==> src/rtl/mux21_pop_arbiter.sv <==
`default_nettype none
// ============================================================================
// Module   : mux21_pop_arbiter
// Brief    : Pop/select sequencer for the 2:1 10-bit mux stage. Arbitrates
//            the shared mux output between two source FIFOs using
//            round-robin bursts of up to BURST_LEN pops. Pops are one-hot
//            and never target an empty source or an almost-full destination.
// Options  : define ARB_STRICT_PRIO_EN to give channel 0 absolute priority.
// Revision : 1.0 - initial release
// ============================================================================
module mux21_pop_arbiter #(
    parameter int BURST_LEN = 4,
    parameter int BCNT_W    = 3
) (
    input  logic              clk,
    input  logic              reset,
    input  logic              arb_en,
    input  logic              fifo0_empty,
    input  logic              fifo1_empty,
    input  logic              dest_afull,
    output logic              pop0,
    output logic              pop1,
    output logic [1:0]        grant,
    output logic [BCNT_W-1:0] burst_cnt,
    output logic              arb_idle
);

    localparam logic [1:0] c_st_idle = 2'd0;
    localparam logic [1:0] c_st_gnt0 = 2'd1;
    localparam logic [1:0] c_st_gnt1 = 2'd2;

    localparam logic [BCNT_W-1:0] c_burst_last = BCNT_W'(BURST_LEN - 1);
    localparam logic [BCNT_W-1:0] c_burst_one  = BCNT_W'(1);

    logic [1:0]        r_state;
    logic [BCNT_W-1:0] r_burst_cnt;
    logic              r_rr_last;   // channel that most recently finished a grant

    logic [1:0]        w_state_nxt;
    logic [BCNT_W-1:0] w_burst_nxt;
    logic              w_rr_nxt;
    logic              w_ne0;
    logic              w_ne1;
    logic              w_can_pop;
    logic              w_own_ne;
    logic              w_oth_ne;
    logic              w_own_id;
    logic [1:0]        w_oth_st;

    assign w_ne0     = ~fifo0_empty;
    assign w_ne1     = ~fifo1_empty;
    // Reset gates the pops directly so they drop in the cycle reset is seen.
    assign w_can_pop = arb_en & ~dest_afull & ~reset;

    assign pop0      = (r_state == c_st_gnt0) & w_can_pop & w_ne0;
    assign pop1      = (r_state == c_st_gnt1) & w_can_pop & w_ne1;
    assign grant     = {r_state == c_st_gnt1, r_state == c_st_gnt0};
    assign burst_cnt = r_burst_cnt;
    assign arb_idle  = (r_state == c_st_idle);

    // State, burst counter and round-robin pointer registers.
    always_ff @(posedge clk) begin
        if (reset) begin
            r_state     <= c_st_idle;
            r_burst_cnt <= '0;
            r_rr_last   <= 1'b1;
        end else begin
            r_state     <= w_state_nxt;
            r_burst_cnt <= w_burst_nxt;
            r_rr_last   <= w_rr_nxt;
        end
    end

    // Next-state logic, written once from the point of view of the current owner.
    always_comb begin
        w_state_nxt = r_state;
        w_burst_nxt = r_burst_cnt;
        w_rr_nxt    = r_rr_last;
        w_own_id    = (r_state == c_st_gnt1);
        w_own_ne    = w_own_id ? w_ne1 : w_ne0;
        w_oth_ne    = w_own_id ? w_ne0 : w_ne1;
        w_oth_st    = w_own_id ? c_st_gnt0 : c_st_gnt1;

        if (!arb_en || r_state == 2'd3) begin
            // Disabled (or unreachable encoding): park in IDLE, keep the RR pointer.
            w_state_nxt = c_st_idle;
            w_burst_nxt = '0;
        end else if (r_state == c_st_idle) begin
`ifdef ARB_STRICT_PRIO_EN
            if (w_ne0)
                w_state_nxt = c_st_gnt0;
            else if (w_ne1)
                w_state_nxt = c_st_gnt1;
`else
            if (w_ne0 && w_ne1)
                w_state_nxt = r_rr_last ? c_st_gnt0 : c_st_gnt1;
            else if (w_ne0)
                w_state_nxt = c_st_gnt0;
            else if (w_ne1)
                w_state_nxt = c_st_gnt1;
`endif
`ifdef ARB_STRICT_PRIO_EN
        end else if (r_state == c_st_gnt1 && w_ne0) begin
            // Channel 0 pre-empts channel 1 after any cycle it has data.
            w_state_nxt = c_st_gnt0;
            w_burst_nxt = '0;
            w_rr_nxt    = 1'b1;
`endif
        end else if (!w_own_ne) begin
            // Owner ran dry: hand over or go idle.
            w_burst_nxt = '0;
            w_rr_nxt    = w_own_id;
            w_state_nxt = w_oth_ne ? w_oth_st : c_st_idle;
        end else if (dest_afull) begin
            // Backpressure: hold everything, no pop this cycle.
            w_state_nxt = r_state;
        end else if (r_burst_cnt == c_burst_last) begin
            // Last pop of the burst; own FIFO is non-empty so staying is the fallback.
            w_burst_nxt = '0;
            w_rr_nxt    = w_own_id;
`ifndef ARB_STRICT_PRIO_EN
            if (w_oth_ne)
                w_state_nxt = w_oth_st;
`endif
        end else begin
            w_burst_nxt = r_burst_cnt + c_burst_one;
        end
    end

endmodule
`default_nettype wire

==> config.mk <==
export PLATFORM = sky130hd
export DESIGN_NAME = mux21_pop_arbiter
export DESIGN_NICKNAME = d
export VERILOG_FILES = /design/src/rtl/mux21_pop_arbiter.sv
export SDC_FILE = /design/constraint.sdc
export NUM_CORES = 1
export LEC_CHECK = 0
export CAP_MARGIN = 10
export CORE_AREA = 10 10 47 49
export CTS_BUF_LIST = sky130_fd_sc_hd__clkbuf_2 sky130_fd_sc_hd__clkbuf_4 sky130_fd_sc_hd__clkbuf_8
export DETAILED_ROUTE_END_ITERATION = 16
export DIE_AREA = 0 0 57 59
export PLACE_DENSITY = 0.64
export SLEW_MARGIN = 20
export SYNTH_ARGS = -nofsm -noshare
export SYNTH_HDL_FRONTEND = slang
export SYNTH_SLANG_ARGS = --single-unit
==> constraint.sdc <==
create_clock -name clk -period 3.8 [get_ports clk]
set_input_delay 0.38 -clock clk [delete_from_list [all_inputs] [get_ports clk]]
set_output_delay 0.38 -clock clk [all_outputs]
set_load 0.02 [all_outputs]
==> summary.txt <==
Max_cap viols -> 0
Grt ovf -> 0
Final Hold Viols -> 0
Combinational cell fraction of total power -> 0.223
Psw -> 43.4 uW
# fillers -> 154
Post-route ant nets -> 0
Peak Freq -> 406 MHz
Vias in the first global route -> 446
Num CTS Buffers -> 3
Starting Density -> 0.307
Sw frac -> 0.268
Antenna violations before repair -> 0
Via density -> 5.28
Worst path depth -> 4
Placed inst area -> 554 um^2
Vert. Die Dim -> 59 um
Layout Skew -> 0.00659 ns
Area Overhead vs Synth -> 34.0%
Crit-path max FO -> 8
VDD IR max -> 153 uV
PD cells -> 281 nW/um^2
Mapped cell area -> 430 um^2
Slew HR -> 0.711
Crit path from -> fifo0_empty
Drc violations -> 0
Clock share of power -> 0.357
Syn Nets -> 60
Warnings from Yosys -> 0
Overall routing resource usage -> 0.0723
Clk Latency, worst-skew pair -> 0.24 ns
# port buffers -> 13
# H-tree levels -> 1
Final setup viols -> 0
Required @ worst endpoint -> 3.42 ns
Worst-margin pin slew -> 0.423 ns
Fin nets -> 75
Critical Path Start Type -> input pin
Int Pwr -> 119 uW
Crit path DAT -> 2.08 ns
Clk sinks -> 6
Initial drt markers -> 4
Area leader, netlist -> dfxtp_1
Worst Path Buf+Inv -> 2
Largest cells by area after synthesis -> dfxtp_1, a21oi_1, a221o_1
Outcome -> finished clean
WL final -> 1050 um
CP max stage delay -> 0.64 ns
First-pass GRT wire length -> 1960 um
Worst hold path class -> reg -> reg
Worst-path cell chain -> clkdlybuf4s50_1 -> or2b_1 -> nor4_1 -> clkdlybuf4s50_1
Leakage -> 0.207 nW
Share of cells above drive strength 1 -> 0.0909
CP max stage cell -> clkdlybuf4s50_1
Fin crit share -> 0.648
Post-CTS Setup Inserts -> 0
RR Startpoint -> r_state[1]
DR WL/cell -> 12.9 um
CP Capture Type -> output pin
TritonRoute pass-1 iters -> 4
Core footprint -> 1400 um^2
DR vias -> 433
Post-cts sizing count -> 0
Gate Count Post-Synth -> 53
Flop pwr share -> 0.420
GP Congestion -> 0.734
Sequential share of the synthesized area -> 0.279
Final core utilization -> 0.412
Clock Path Buffers -> 2
Post-synth top area share -> 0.279
Setup TNS -> 0 ns
Antenna Cells -> 0
Minimum clock period -> 2.46 ns
Row Count -> 14
Synthesized area per cell -> 8.12 um^2
Final HPWL DP -> 850 um
Clock-pin transition on the worst setup and hold timing paths -> 0.04 ns
Die W -> 57 um
CP Capture Point -> pop0
CP delay by family, top -> buffers and inverters
Largest net degree at the start of global routing -> 11
CTS tree -> yes
Most frequent CP cell -> clkdlybuf4s50_1
Ports -> 14
Post-synthesis cell type count -> 28
Final Max Slew Viols -> 0
Die area -> 3360 um^2
Post-synthesis register bit count -> 6
Setup CP Type -> in -> out
Worst R2R End -> burst_cnt[0]
CTS Hold Bufs -> 0
Cells on worst reg2reg path -> 4
FF-to-FF setup slack -> 2.09 ns
RSZ-0062 raised after global routing -> no
Final Cell Area -> 577 um^2
Clock root buffer -> clkbuf_4
==> cells in the final DEF, fill, tap and decap left out <==
cell type	netlist	routed
nor4_1	2	2
nand2_1	2	2
nor3_1	1	1
a211oi_1	1	1
a21oi_2	1	1
ha_1	1	1
nor3b_1	2	2
or3_1	1	1
nor2b_1	2	2
o221ai_1	1	1
or2b_1	2	2
o311a_1	1	1
a221o_1	2	2
inv_1	4	4
o22ai_1	2	2
or3b_1	1	1
a31oi_1	1	1
nor2_1	4	4
clkbuf_4	0	3
nand2b_1	3	3
a21o_2	1	1
nand3_1	2	2
dfxtp_1	6	6
and3b_2	1	1
o22a_1	1	1
a2111oi_0	1	1
clkdlybuf4s50_1	0	13
a21oi_1	4	4
==> layer usage <==
layer / vias up / GRT usage / part of all wire
li1: 223 / - / -
met1: 193 / 0.0739 / 0.42
met2: 15 / 0.110 / 0.47
met3: 2 / 0.0408 / 0.092
met4: 0 / 0.0503 / 0.011
met5: - / 0 / 0
==> synth_stat cells <==
cell       instances
nor3_1             1
nand2_1            2
a221o_1            2
buf_4              2
dfxtp_1            6
nand2b_1           3
o22a_1             1
o221ai_1           1
ha_1               1
a21oi_1            4
nand3_1            2
or3_1              1
a2111oi_0          1
a31oi_1            1
nor2b_1            2
and3b_2            1
or2b_1             2
a21oi_2            1
nor2_1             4
a21o_2             1
buf_6              1
o311a_1            1
nor4_1             2
nor3b_1            2
or3b_1             1
inv_1              4
a211oi_1           1
o22ai_1            2
==> metrics by stage <==
stage / worst slack (ns) / power (mW) / cells / hold WS [ns]
3_5_place_dp: 1.33 / 0.105 / 79 / 0.475
2_1_floorplan: 2.07 / 0.0920 / 53 / 0.459
4_1_cts: 1.33 / 0.166 / 82 / 0.484
5_1_grt: 1.24 / 0.175 / 82 / 0.503
6_report: 1.34 / 0.162 / 82 / 0.477
3_3_place_gp: 1.33 / 0.106 / 79 / 0.464
==> worst min-delay path by stage <==
| stage | start | endpoint | slack, ns | cells past startpoint |
|---|---|---|---|---|
| floorplan | fifo0_empty | r_state[0] | 0.46 | 1 |
| global placement | burst_cnt[1] | burst_cnt[1] | 0.46 | 2 |
| detailed placement | burst_cnt[1] | burst_cnt[1] | 0.48 | 2 |
| CTS | burst_cnt[1] | burst_cnt[1] | 0.48 | 2 |
| global route | burst_cnt[1] | burst_cnt[1] | 0.50 | 2 |
| finish | burst_cnt[1] | burst_cnt[1] | 0.48 | 2 |
==> registers in the layout, summed over array words and instances (netlist names) <==
register	flops
burst_cnt	3
r_state	2
r_rr_last	1
==> worst min-delay path, cell delays in order, from the launching register on <==
cell and delay (ns):
dfxtp_1 0.32, nand2_1 0.06, a21oi_1 0.05
==> area by class of cell <==
class	count	area, um^2	area share
Clock buffer	3	22.5	0.0390
Inverter	4	15.0	0.0260
Multi-Input combinational cell	40	269	0.466
Sequential cell	6	120	0.208
Tap cell	16	20.0	0.0347
Timing Repair Buffer	13	130	0.226
==> cells by family (layout without fill, tap and decap cells) <==
family / Yosys count / in the layout / synth area share
AND/OR/NAND/NOR: 23 / 23 / 0.317
adder cells (fa/ha/maj): 1 / 1 / 0.0291
flip-flops: 6 / 6 / 0.279
buffers and inverters: 7 / 20 / 0.0959
AO/OA/AOI/OAI: 16 / 16 / 0.279
==> power by group through the flow <==
| stage | Combinational [mW] | Sequential [mW] | Clock, mW |
|---|---|---|---|
| final | 0.0362 | 0.0680 | 0.0578 |
| after global routing | 0.0403 | 0.0684 | 0.0662 |
| after CTS | 0.0365 | 0.0678 | 0.0617 |
| after detailed placement | 0.0363 | 0.0690 | 0 |
| after global placement | 0.0366 | 0.0691 | 0 |
| after floorplan | 0.0244 | 0.0676 | 0 |
No activity file was read; power rests on OpenSTA's default activity.
